File: src/rtl/mod_down_timer.sv
// ---------------------------------------------------------------------------
// mod_down_timer
//
// Programmable modulus down-counter/timer. A start strobe loads a start value,
// the count then decrements on every enabled clock. When the count expires at
// zero a one-cycle done pulse is produced on the following cycle, after which
// the timer either stops (one-shot) or reloads the latched start value
// (auto-reload). A start value N therefore gives N+1 enabled cycles per expiry.
//
// Optional feature macro: MOD_DOWN_TIMER_CLAMP_EN
//   defined   : start values above FINAL_VALUE are loaded as FINAL_VALUE
//   undefined : start values are loaded unmodified (any W-bit value)
//
// Ports:
//   clk          in   1  rising-edge clock
//   reset        in   1  asynchronous active-high reset
//   enable       in   1  count qualifier for decrement/expiry
//   start        in   1  single-cycle load strobe (works in any state)
//   start_value  in   W  value loaded on start
//   auto_reload  in   1  sampled at start: 1 = periodic, 0 = one-shot
//   abort        in   1  stop immediately without a done pulse
//   Q            out  W  current count (registered)
//   busy         out  1  high while in RUN
//   done         out  1  registered one-cycle expiry pulse
// ---------------------------------------------------------------------------
module mod_down_timer #(
    parameter int FINAL_VALUE = 13,
    localparam int W = $clog2(FINAL_VALUE + 1)
) (
    input  logic         clk,
    input  logic         reset,
    input  logic         enable,
    input  logic         start,
    input  logic [W-1:0] start_value,
    input  logic         auto_reload,
    input  logic         abort,
    output logic [W-1:0] Q,
    output logic         busy,
    output logic         done
);

    typedef enum logic {
        IDLE = 1'b0,
        RUN  = 1'b1
    } state_t;

    state_t         r_state;
    state_t         w_stateNext;
    logic [W-1:0]   r_count;
    logic [W-1:0]   w_countNext;
    logic [W-1:0]   r_reload;
    logic [W-1:0]   w_reloadNext;
    logic           r_mode;
    logic           w_modeNext;
    logic           r_done;
    logic           w_doneNext;
    logic [W-1:0]   w_loadValue;

    // The value actually loaded on start. With clamping enabled, anything
    // above the largest legal start value is pinned to that value so the
    // period never exceeds FINAL_VALUE+1 enabled cycles.
`ifdef MOD_DOWN_TIMER_CLAMP_EN
    assign w_loadValue = (start_value > W'(FINAL_VALUE)) ? W'(FINAL_VALUE)
                                                          : start_value;
`else
    assign w_loadValue = start_value;
`endif

    // State register plus all datapath registers. Everything visible on the
    // outputs comes straight from these flops, so there is no combinational
    // path from any input to Q, busy or done.
    always_ff @(posedge clk or posedge reset) begin
        if (reset) begin
            r_state  <= IDLE;
            r_count  <= '0;
            r_reload <= '0;
            r_mode   <= 1'b0;
            r_done   <= 1'b0;
        end else begin
            r_state  <= w_stateNext;
            r_count  <= w_countNext;
            r_reload <= w_reloadNext;
            r_mode   <= w_modeNext;
            r_done   <= w_doneNext;
        end
    end

    // Next-state and next-datapath logic. Priority is abort, then start,
    // then expiry, then plain decrement. Start is deliberately independent
    // of enable so a load always takes effect on the strobe edge. Expiry is
    // detected when an enabled edge finds the count already at zero, which
    // is what gives N+1 enabled cycles per period and avoids any underflow.
    always_comb begin
        w_stateNext  = r_state;
        w_countNext  = r_count;
        w_reloadNext = r_reload;
        w_modeNext   = r_mode;
        w_doneNext   = 1'b0;

        if (abort) begin
            w_stateNext = IDLE;
            w_countNext = '0;
        end else if (start) begin
            w_stateNext  = RUN;
            w_countNext  = w_loadValue;
            w_reloadNext = w_loadValue;
            w_modeNext   = auto_reload;
        end else if (r_state == RUN && enable) begin
            if (r_count == '0) begin
                w_doneNext = 1'b1;
                if (r_mode) begin
                    w_countNext = r_reload;
                end else begin
                    w_countNext = '0;
                    w_stateNext = IDLE;
                end
            end else begin
                w_countNext = r_count - W'(1);
            end
        end
    end

    assign Q    = r_count;
    assign busy = (r_state == RUN);
    assign done = r_done;

endmodule

File: config.mk
export PLATFORM = sky130hd
export DESIGN_NAME = mod_down_timer
export DESIGN_NICKNAME = d
export VERILOG_FILES = /design/src/rtl/mod_down_timer.sv
export SDC_FILE = /design/constraint.sdc
export NUM_CORES = 1
export LEC_CHECK = 0
export BUFFER_PORTS_ARGS = -buffer_cell sky130_fd_sc_hd__buf_2
export CORE_AREA = 5 5 42 44
export DETAILED_ROUTE_END_ITERATION = 8
export DIE_AREA = 0 0 47 49
export PLACE_DENSITY = 0.7
export SLEW_MARGIN = 20
export SYNTH_ARGS = -nofsm -noshare
export SYNTH_HDL_FRONTEND = slang
export SYNTH_SLANG_ARGS = --single-unit
File: constraint.sdc
create_clock -name clk -period 3.25 [get_ports clk]
set_clock_uncertainty 0.05 [all_clocks]
set_input_delay 0.325 -clock clk [delete_from_list [all_inputs] [get_ports clk]]
set_output_delay 0.325 -clock clk [all_outputs]
set_load 0.005 [all_outputs]
Yosys cells after proc, flatten, opt, wreduce, memory -nomap -nowiden. Index checks and enable logic that the tools add are counted.

Bits in registers: 11. Latch bits: 0. RAM bits: 0. Bits in read-only memories: 0. Input port bits: 10. Output and inout bits: 6. Logic and storage cells: 28. Memories kept: 0.

$add $sub $neg: 1. Multipliers: 0. Div/mod/pow operators: 0. $lt $le $gt $ge: 0. Equal/unequal tests: 1. Shift-type cells: 0. Mux-type cells: 14. Bitwise logic cells: 1. Reduce and logical (&&, ||, !) cells: 6.

Operator list (number): $mux W4 (5); $mux W1 (9); $reduce_bool A3 Y1 (2); $logic_not A4 Y1 (1); $sub A4 B1 Y4 const B (1); $ne A3 B3 Y1 const B (1); $reduce_and A3 Y1 (1); $reduce_and A2 Y1 (1); $logic_and A1 B1 Y1 (1); $not A1 Y1 (1).

Longest topological paths before layout.
Depth in word-level cells: 5. Gate-level depth with buffers: 6. Depth with buffers taken out: 6.

Worst setup path after synthesis. No wires, ideal clock.

Kind: register to register. Start: reg r_count[0], in the netlist Q[0]. End: reg r_count[1], in the netlist Q[1]. Library setup time: 0.131 ns. Arrival time: 1.305 ns. Data required time: 3.069 ns. Path slack: 1.764 ns. Stages on the path, launching flop included: 7. Buffers on the path: 0. Clock period less this slack: 1.486 ns. Cells stage by stage: dfrtp_1 > inv_1 > ha_1 > nor3b_4 > nor2_1 > a311oi_1 > o21ai_0.

Cells in the longest elaborated chain, start to end: 5. Elaborated cells between the ends (all ways): 6. Classes of those cells: add/sub (1); mux (4); reduce/logical (1).

RTL lines: from (decl) (RTL line 49) `logic [W-1:0] r_count;`; from (signal assigned) (RTL line 81) `r_count <= w_countNext;`; $sub A4 B1 Y4 or $logic_not A4 Y1 (tied branches) (RTL line 118, 109); $mux W4 (*) (RTL line 109) `if (r_count == '0) begin`; $mux W4 (*) (RTL line 108) `end else if (r_state == RUN && enable) begin`; $mux W4 (*) (RTL line 103) `end else if (start) begin`; $mux W4 (*) (RTL line 100) `if (abort) begin`.

Every way passes the cells marked *; elsewhere a longest branch is shown, timed or not. The select of a mux whose other input is x is not followed. A chain may end at the register's enable or synchronous reset.

Final worst setup path. Ends and elaborated chain as after synthesis.

==> flow_summary.toml <==
[sta]
hold_violations = 0
relSlewSlack_pct = 66.0
period_needed_ns = 1.66
fmaxAchievable_mhz = 601
finalMaxSlewViolations = 0
setup_viol = 0
setup-tns-final_ns = 0
period_share_pct = 51.2
rsz0062_at_grt = "no"
worst_pin_slew_ns = 0.509
fin_ws_ns = 1.59

[placement]
dp_slack_ns = 1.59
place.gp.congestion = 0.786
placed_cell_area_um2 = 684
hpwlAfterDp_um = 980
portBuffers = 15

[final_layout]
final_util_pct = 51.4
area_delta_synth_final_pct = 20.3
layout_commonest_cell = "buf_2"
num_antenna_cells = 0
fin_area_um2 = 721
drive_gt1_share_pct = 30.0
layout_common_cells = "15 x buf_2, 11 x dfrtp_1, 8 x nand2_1, 7 x inv_1, 6 x o21ai_0"
layout.nets = 93

[setup_path]
cp.required_ns = 3.34
r2r-end = "Q[1]$_DFFE_PP0P_"
critical_path_class = "reg2reg"
cp_max_fo = 7
cp-end-kind = "register"
reg2reg_slack_ns = 1.59
rr_worst_depth = 6
critPathArrivalTime_ns = 1.76
r2r_start = "Q[0]$_DFFE_PP0P_"
critPathLaunchType = "register"

[clock_network]
cts_buffers = 3
cts_root_buf = "clkbuf_4"
cts_buffer_depth = 2
cts.sinks = 11
cts_resized = 0
clock_latency_ns = 0.27
cts_hold_buf = 1
clk_pin_slew_ns = 0.07
htreeDepth = 1
cts_tree = "yes"
cts_setup_buffers = 0

[global_route]
grt_pass1_wl_um = 2150
antenna_found_initial = 0
grt_pass1_vias = 494
grt_overflow = 0
grt_max_degree = 12
globalRouteTotalUtil_pct = 13.0

[route]
drtIter0Drc = 15
drt_first_pass_iters = 4
drc = 0
ant_nets = 0
vias = 510
wl_um = 1310
vias_per_cell = 5.31
drt-wirelength-per-cell_um = 13.6

[power_and_ir_drop]
peakVddDrop_mv = 0.238
power_uw = 323
power_density_mw_per_mm2 = 448
cellLeakagePower_nw = 0.347

[synthesis]
syn-instance-count = 62
ys_warn_count = 0
synth_area_um2 = 599
syn_avg_cell_area_um2 = 9.67
yosysUniqueCellTypes = 24
ys_ff_latch = 11
synth_fp_nets = 74
ys_seq_area_share_pct = 45.9

[min_path]
min_path_cells = 3
hp-class = "in2reg"
hold_path_end = "Q[0]$_DFFE_PP0P_"
min_from = "start_value[0]"

[status]
status = "finished clean"

[floorplan]
ios = 16
die-area_mm2 = 0.00230
rows = 14
die_w_um = 47
core_area_mm2 = 0.00140
initial_core_util_pct = 42.8
die_h_um = 49

[flow_run]
drv_cap = 0
how the worst max path moves through the flow:
stage                       end  cells after the start             start
3_3_place_gp   Q[1]$_DFFE_PP0P_                      6  Q[0]$_DFFE_PP0P_
2_1_floorplan  Q[1]$_DFFE_PP0P_                      6  Q[0]$_DFFE_PP0P_
5_1_grt        Q[1]$_DFFE_PP0P_                      6  Q[0]$_DFFE_PP0P_
6_report       Q[1]$_DFFE_PP0P_                      6  Q[0]$_DFFE_PP0P_
4_1_cts        Q[1]$_DFFE_PP0P_                      6  Q[0]$_DFFE_PP0P_
3_5_place_dp   Q[1]$_DFFE_PP0P_                      6  Q[0]$_DFFE_PP0P_
stage by stage:
step / hold WS [ns] / std cells
3_3_place_gp: 0.292 / 91
3_5_place_dp: 0.288 / 91
4_1_cts: 0.219 / 96
5_1_grt: 0.230 / 96
2_1_floorplan: 0.127 / 62
6_report: 0.223 / 96
state kept, by name (all words and copies together), names as in the netlist:
signal	cells
r_mode	1
done	1
r_reload	4
Q	4
busy	1
routing by layer:
layer  GRT usage (%)  wire length (um)  vias up
li1                -                 -      256
met1            17.0               571      227
met2            18.8               589       23
met3            2.58               115        4
met4            8.29                32        0
met5               0                 0        -
layout make-up:
class                           instances  area [um^2]
Fill cell                             141          681
Multi-Input combinational cell         42          288
Sequential cell                        11          275
Timing Repair Buffer                   16         85.1
Clock buffer                            4         26.3
Inverter                                7         26.3
Tap cell                               16         20.0
critical path, stage by stage, from the launching register on:
cell and delay (ns):
dfrtp_1 0.43, inv_1 0.10, ha_1 0.19, nor3b_4 0.34
nor2_1 0.07, a311oi_1 0.22, o21ai_0 0.12
synth_stat cells:
library cell  number  area [um^2]
o31a_1             1         8.76
and4_1             1         8.76
o311ai_0           1         8.76
nor2_1             5         18.8
o21ai_0            6         30.0
nand3b_1           2         15.0
clkbuf_2           2         10.0
and2_1             1         6.26
nor3b_4            1         18.8
a21oi_1            2         10.0
nand4_1            1         6.26
ha_1               2         25.0
o311a_1            1         10.0
o31ai_2            1         12.5
inv_1              7         26.3
nor2b_1            1         6.26
a221oi_1           1         8.76
o22ai_1            1         6.26
a21boi_0           1         7.51
mux2_2             3         33.8
a311oi_1           1         8.76
nand2_1            8         30.0
dfrtp_1           11          275
and3_2             1         7.51
power by group:
| part | internal (mW) | switching [mW] |
|---|---|---|
| clock network | 0.0476 | 0.0463 |
| logic | 0.0320 | 0.0330 |
| registers | 0.150 | 0.0134 |
| total | 0.230 | 0.0927 |
logic make-up (layout without fill, tap and decap cells):
group | Yosys count | count (layout) | synth area share, %
DFF | 11 | 11 | 45.9
AOI/OAI and AO/OA | 16 | 16 | 18.6
adders and majority gates | 2 | 2 | 4.17
and+or+nand+nor | 21 | 21 | 19.6
buffers and inverters | 9 | 27 | 6.06
muxes | 3 | 3 | 5.64
No activity file was read; power rests on OpenSTA's default activity.
